$ cat src/rtl/itlb_refill_walker.sv
// itlb_refill_walker: scans the shared TLB array one entry per cycle on an
// instruction-side buffer miss and publishes a stable found/pfn/c/d/v result
// for the buffer stage. Any TLB buffer flush aborts the walk and clears the
// result.
// Optional build macro ITLB_WALK_LAST_HIT_EN: each walk starts at the index
// of the most recent successful match instead of index 0.
module itlb_refill_walker #(
  parameter int TLBNUM = 16,
  parameter int IDXW   = 4
) (
  input  logic            clk,
  input  logic            reset,
  input  logic            miss_req,
  input  logic [31:12]    miss_vpn,
  input  logic [7:0]      cur_asid,
  input  logic            TLB_Buffer_Flush,
  output logic [IDXW-1:0] r_index,
  input  logic [18:0]     r_vpn2,
  input  logic [7:0]      r_asid,
  input  logic            r_g,
  input  logic [19:0]     r_pfn0,
  input  logic [2:0]      r_c0,
  input  logic            r_d0,
  input  logic            r_v0,
  input  logic [19:0]     r_pfn1,
  input  logic [2:0]      r_c1,
  input  logic            r_d1,
  input  logic            r_v1,
  output logic            ITLB_found,
  output logic [19:0]     ITLB_pfn0,
  output logic [2:0]      ITLB_c0,
  output logic            ITLB_d0,
  output logic            ITLB_v0,
  output logic [19:0]     ITLB_pfn1,
  output logic [2:0]      ITLB_c1,
  output logic            ITLB_d1,
  output logic            ITLB_v1,
  output logic [18:0]     res_vpn2,
  output logic            res_valid,
  output logic            walk_busy,
  output logic            walk_done
);

  typedef enum logic [1:0] {
    ST_IDLE = 2'd0,
    ST_SCAN = 2'd1,
    ST_DONE = 2'd2
  } state_t;

  localparam logic [IDXW-1:0] LAST_CNT = IDXW'(TLBNUM - 1);
  localparam logic [IDXW-1:0] ONE_IDX  = IDXW'(1);

  state_t          state_r;
  state_t          next_state_s;
  logic [IDXW-1:0] idx_r;
  logic [IDXW-1:0] cnt_r;
  logic [18:0]     vpn2_r;
  logic [7:0]      asid_r;
  logic [IDXW-1:0] start_idx_s;
  logic            accept_s;
  logic            hit_s;
  logic            last_s;
  logic            unused_vpn_lsb_s;

  // Bit 12 selects the even/odd page inside a pair; the walk only needs VPN2.
  assign unused_vpn_lsb_s = miss_vpn[12];

  // A new walk is needed only if the published result is for another page.
  assign accept_s = (state_r == ST_IDLE) && miss_req && !TLB_Buffer_Flush &&
                    (!res_valid || (miss_vpn[31:13] != res_vpn2));
  assign hit_s    = (state_r == ST_SCAN) && (r_vpn2 == vpn2_r) &&
                    (r_g || (r_asid == asid_r));
  assign last_s   = (state_r == ST_SCAN) && (cnt_r == LAST_CNT);

`ifdef ITLB_WALK_LAST_HIT_EN
  logic [IDXW-1:0] last_hit_r;

  // Remember where the last successful match was; survives flushes.
  always_ff @(posedge clk) begin
    if (reset) begin
      last_hit_r <= {IDXW{1'b0}};
    end else if (!TLB_Buffer_Flush && hit_s) begin
      last_hit_r <= idx_r;
    end else begin
      last_hit_r <= last_hit_r;
    end
  end

  assign start_idx_s = last_hit_r;
`else
  assign start_idx_s = {IDXW{1'b0}};
`endif

  // State register.
  always_ff @(posedge clk) begin
    if (reset) begin
      state_r <= ST_IDLE;
    end else begin
      state_r <= next_state_s;
    end
  end

  // Next-state logic; a flush always returns to IDLE.
  always_comb begin
    next_state_s = state_r;
    if (TLB_Buffer_Flush) begin
      next_state_s = ST_IDLE;
    end else begin
      case (state_r)
        ST_IDLE: begin
          if (accept_s) begin
            next_state_s = ST_SCAN;
          end else begin
            next_state_s = ST_IDLE;
          end
        end
        ST_SCAN: begin
          if (hit_s || last_s) begin
            next_state_s = ST_DONE;
          end else begin
            next_state_s = ST_SCAN;
          end
        end
        ST_DONE: next_state_s = ST_IDLE;
        default: next_state_s = ST_IDLE;
      endcase
    end
  end

  // State-decoded outputs: array read index and busy flag.
  always_comb begin
    r_index   = {IDXW{1'b0}};
    walk_busy = 1'b0;
    if (state_r == ST_SCAN) begin
      r_index   = idx_r;
      walk_busy = 1'b1;
    end else if (state_r == ST_DONE) begin
      r_index   = {IDXW{1'b0}};
      walk_busy = 1'b1;
    end else begin
      r_index   = {IDXW{1'b0}};
      walk_busy = 1'b0;
    end
  end

  // Walk pointers, latched request and published result registers.
  always_ff @(posedge clk) begin
    if (reset || TLB_Buffer_Flush) begin
      idx_r      <= {IDXW{1'b0}};
      cnt_r      <= {IDXW{1'b0}};
      ITLB_found <= 1'b0;
      ITLB_pfn0  <= 20'd0;
      ITLB_c0    <= 3'd0;
      ITLB_d0    <= 1'b0;
      ITLB_v0    <= 1'b0;
      ITLB_pfn1  <= 20'd0;
      ITLB_c1    <= 3'd0;
      ITLB_d1    <= 1'b0;
      ITLB_v1    <= 1'b0;
      res_vpn2   <= 19'd0;
      res_valid  <= 1'b0;
      walk_done  <= 1'b0;
      if (reset) begin
        vpn2_r <= 19'd0;
        asid_r <= 8'd0;
      end else begin
        vpn2_r <= vpn2_r;
        asid_r <= asid_r;
      end
    end else begin
      walk_done <= 1'b0;
      case (state_r)
        ST_IDLE: begin
          if (accept_s) begin
            vpn2_r <= miss_vpn[31:13];
            asid_r <= cur_asid;
            idx_r  <= start_idx_s;
            cnt_r  <= {IDXW{1'b0}};
          end
        end
        ST_SCAN: begin
          if (hit_s) begin
            ITLB_found <= 1'b1;
            ITLB_pfn0  <= r_pfn0;
            ITLB_c0    <= r_c0;
            ITLB_d0    <= r_d0;
            ITLB_v0    <= r_v0;
            ITLB_pfn1  <= r_pfn1;
            ITLB_c1    <= r_c1;
            ITLB_d1    <= r_d1;
            ITLB_v1    <= r_v1;
            res_vpn2   <= vpn2_r;
            res_valid  <= 1'b1;
            walk_done  <= 1'b1;
          end else if (last_s) begin
            ITLB_found <= 1'b0;
            ITLB_pfn0  <= 20'd0;
            ITLB_c0    <= 3'd0;
            ITLB_d0    <= 1'b0;
            ITLB_v0    <= 1'b0;
            ITLB_pfn1  <= 20'd0;
            ITLB_c1    <= 3'd0;
            ITLB_d1    <= 1'b0;
            ITLB_v1    <= 1'b0;
            res_vpn2   <= vpn2_r;
            res_valid  <= 1'b1;
            walk_done  <= 1'b1;
          end else begin
            idx_r <= idx_r + ONE_IDX;
            cnt_r <= cnt_r + ONE_IDX;
          end
        end
        default: begin
          idx_r <= idx_r;
        end
      endcase
    end
  end

endmodule

$ cat config.mk
export PLATFORM = sky130hd
export DESIGN_NAME = itlb_refill_walker
export DESIGN_NICKNAME = d
export VERILOG_FILES = /design/src/rtl/itlb_refill_walker.sv
export SDC_FILE = /design/constraint.sdc
export NUM_CORES = 1
export LEC_CHECK = 0
export ABC_AREA = 1
export ABC_CLOCK_PERIOD_IN_PS = 3400
export BUFFER_PORTS_ARGS = -buffer_cell sky130_fd_sc_hd__buf_4
export CAP_MARGIN = 20
export CORE_ASPECT_RATIO = 1.1
export CORE_MARGIN = 3
export CORE_UTILIZATION = 54
export DETAILED_ROUTE_END_ITERATION = 6
export PLACE_DENSITY = 0.91
export REMOVE_ABC_BUFFERS = 1
export SKIP_LAST_GASP = 1
export SLEW_MARGIN = 5
export SYNTH_ARGS = -nofsm -noshare
export SYNTH_HDL_FRONTEND = slang
export SYNTH_SLANG_ARGS = --single-unit
$ cat constraint.sdc
create_clock -name clk -period 3.4 [get_ports clk]
set_input_delay 0.34 -clock clk [delete_from_list [all_inputs] [get_ports clk]]
set_output_delay 0.34 -clock clk [all_outputs]
set_load 0.01 [all_outputs]
==> summary.md <==
| Metric | Value |
|---|---|
| Outcome | `complete, no violations` |
| Reg area | `2450 um^2` |
| Post-Place Setup Slack | `0.877 ns` |
| Hold path start | `r_pfn1[6]` |
| Initial antenna violation count | `0` |
| Setup TNS | `0 ns` |
| Largest net degree at the start of global routing | `67` |
| Routed Antenna Nets | `0` |
| DR WL/cell | `15.4 um` |
| Post-CTS setup buffers | `0` |
| Yosys top cell area share | `31.8%` |
| Total track usage | `27.8%` |
| CTS max path bufs | `2` |
| Global-route wire length before repair | `24000 um` |
| Largest family of logic cells by synthesized area | `simple AND/OR/NAND/NOR gates` |
| Mean post-synth cell area | `7.39 um^2` |
| #FFs+latches synth | `109` |
| Synth Flop Type | `dfxtp_1` |
| PD cells | `361 nW/um^2` |
| Async SR Flop Fraction | `0%` |
| Tmin final | `2.36 ns` |
| Final Hold Viols | `0` |
| Placer Congestion | `0.906` |
| Cts repair resizes | `0` |
| Post-synthesis mux area share | `0%` |
| Clock slew at reported path FFs | `0.10 ns` |
| TritonCTS Buffers | `9` |
| CP max FO | `27` |
| WS Path Type | `flop to flop` |
| Core outline area | `9100 um^2` |
| CTS root buf | `clkbuf_8` |
| Area occupied by multi-input gates | `2220 um^2` |
| Peak Freq | `425 MHz` |
| Initial Utilization | `56.8%` |
| Worst setup EP type | `flop` |
| RSZ-0062 raised after global routing | `no` |
| Final WL | `15200 um` |
| Die height | `109 um` |
| Iteration-0 DRC count of the detailed router | `314` |
| CTS tree | `built` |
| Hold slack | `0.260 ns` |
| DR vias/cell | `5.33` |
| Final Non-Filler Cells | `987` |
| Die Area | `10800 um^2` |
| Clock skew | `0.00904 ns` |
| Post-synthesis sequential area ratio | `47.5%` |
| Compound-Gate Fraction of Synth Area | `8.84%` |
| Maximum VDD drop | `0.284 mV` |
| WP data arrival | `2.62 ns` |
| Core Rows | `36` |
| Max-slew violations | `0` |
| Synth area leaders | `dfxtp_1 (32%), edfxtp_1 (16%), nand2_1 (13%), nor2_1 (7.6%), nand4_1 (7.0%)` |
| # hold bufs at CTS | `0` |
| Static leakage | `3.12 nW` |
| Required time of the critical path | `3.67 ns` |
| First-pass detailed-route iteration total | `5` |
| Fin nets | `982` |
| Simple-Gate Fraction of Synth Area | `29.8%` |
| DP Cell Count | `970` |
| R2r setup slk | `1.04 ns` |
| Share of layout cells above drive strength 1 | `25.2%` |
| Number of distinct library cells after synthesis | `30` |
| Maxcap violations | `0` |
| Fillcell total | `670` |
| Reg2Reg Launch Point | `state_r[1]` |
| Dominant cell type by area after synthesis | `dfxtp_1` |
| DP Wirelength | `10900 um` |
| R2r worst-path depth | `14` |
| Layout area overhead | `31.8%` |
| Count of input and output buffers | `185` |
| H-tree Lvls | `3` |
| XOR/XNOR Fraction of Synth Area | `3.39%` |
| Synth Instances | `699` |
| Vias in the first global route | `5151` |
| Post-synthesis adder-cell area fraction | `0.969%` |
| # IOs | `187` |
| Post-synth EDFFs | `27` |
| WHS Endpoint | `ITLB_pfn1[6]` |
| Worst R2R End | `cnt_r[1]` |
| DIE WIDTH | `99.3 um` |
| Slew margin rel. | `57.9%` |
| Crit path setup slack, layout | `1.04 ns` |
| Drc violations | `0` |
| Final setup fails | `0` |
| HP Class | `input pin to flop` |
| TritonCTS Sinks | `109` |
| Critical Path Start Type | `flop` |
| Mapped cell area | `5170 um^2` |
| Tightest Pin Transition | `0.625 ns` |
| Diode count | `0` |
| Later-pin clock latency in the skew report | `0.36 ns` |
| Synth Warn # | `0` |
| Period utilization | `69.3%` |
| GR Overflow Total | `0` |
| WHS Path Cells | `3` |
| Via count | `5257` |
[worst max-delay path by stage]
| stage | from | end | depth (start not counted) |
|---|---|---|---|
| 2_1_floorplan | state_r[1] | ITLB_c0[0] | 13 |
| 3_5_place_dp | state_r[1] | ITLB_pfn0[6] | 13 |
| 4_1_cts | state_r[1] | ITLB_c0[1] | 13 |
| 5_1_grt | asid_r[6] | cnt_r[0] | 11 |
| 3_3_place_gp | state_r[1] | ITLB_d1 | 13 |
| 6_report | state_r[1] | cnt_r[1] | 14 |
[sequential cells by signal, summed over array words and instances, names as in the netlist, 2 cells and up]
signal     count
state_r        2
cnt_r          4
idx_r          4
ITLB_c0        3
ITLB_pfn1     20
res_vpn2      19
asid_r         8
vpn2_r        19
ITLB_c1        3
ITLB_pfn0     20
[cell usage in the layout, fill, tap and decap left out]
master     synthesis  layout
nand4_1           58      58
buf_4              0     191
nor3b_1            1       1
nor2_1           104     104
a41oi_1            1       1
dfxtp_1           82      82
a21oi_1           61      61
or2_2              2       2
o22ai_1            1       1
nand3_2            1       1
or2_0              2       2
inv_2              6       6
nor2_4             2       2
ha_1               4       4
clkinv_2           0       3
nand2_1          173     172
o21ai_0           25      25
nand3_1            8       8
a31oi_1            1       1
or2_1              2       2
inv_1             79      79
xnor2_1           19      19
xor2_1             1       1
edfxtp_1          27      27
clkbuf_8           0       9
clkbuf_1          23       2
clkbuf_16          0       2
and2_1             1       1
buf_12             0       2
nand2_2            1       2
nand3b_1           1       1
o21ai_1            1       1
[stage by stage]
stage / total power (W) / instance area (um^2) / utilization (%)
6_report: 0.00246 / 6810 / 74.8
5_1_grt: 0.00255 / 6810 / 74.8
4_1_cts: 0.00246 / 6790 / 74.6
3_5_place_dp: 0.00170 / 6590 / 72.5
3_3_place_gp: 0.00168 / 6590 / 72.5
2_1_floorplan: 0.00154 / 4990 / -
[cell type report]
class | instances | area share [%]
clock buffers | 13 | 2.66
clock inverters | 3 | 0.221
inverters | 85 | 4.69
multi-input cells | 470 | 32.7
flip-flops and latches | 109 | 36.0
well taps | 114 | 2.09
repair buffers | 193 | 21.6
[routing by layer]
layer,share of wire (%),GRT usage [%],up-vias
met4,3.1,11.4,0
met3,9.0,8.06,45
met2,51,48.7,226
met5,0,0,-
met1,37,31.9,2402
li1,-,-,2584
[worst max-delay path: stages (launching register included)]
cell and delay (ns):
dfxtp_1 0.31, inv_1 0.07, ha_1 0.39, inv_2 0.15, nor2_1 0.15, nand3_1 0.08
nor2_1 0.10, nand2_1 0.09, nor2_4 0.10, nand3_2 0.10, nand2_2 0.09, buf_4 0.28
nor2_1 0.17, nor2_1 0.12, nor2_1 0.05
[cell families (layout without fill, tap and decap cells)]
logic type                 Yosys count  in the layout
AOI/OAI and AO/OA                   90             90
xor gates and xnor gates            20             20
adders and majority gates            4              4
buffers and inverters              120            294
DFF                                109            109
and+or+nand+nor                    356            356
[where the power goes]
part | internal (W) | switching (W)
registers | 0.00136 | 0.0000214
clock network | 0.000354 | 0.000434
logic | 0.000141 | 0.000152
[synth_stat cells (2+ instances only)]
cell	number
a21oi_1	61
buf_1	3
buf_2	4
buf_6	5
clkbuf_1	23
dfxtp_1	82
edfxtp_1	27
ha_1	4
inv_1	79
inv_2	6
nand2_1	173
nand3_1	8
nand4_1	58
nor2_1	104
nor2_4	2
o21ai_0	25
or2_0	2
or2_1	2
or2_2	2
xnor2_1	19
Note: power is estimated with default switching activity, not from simulation.
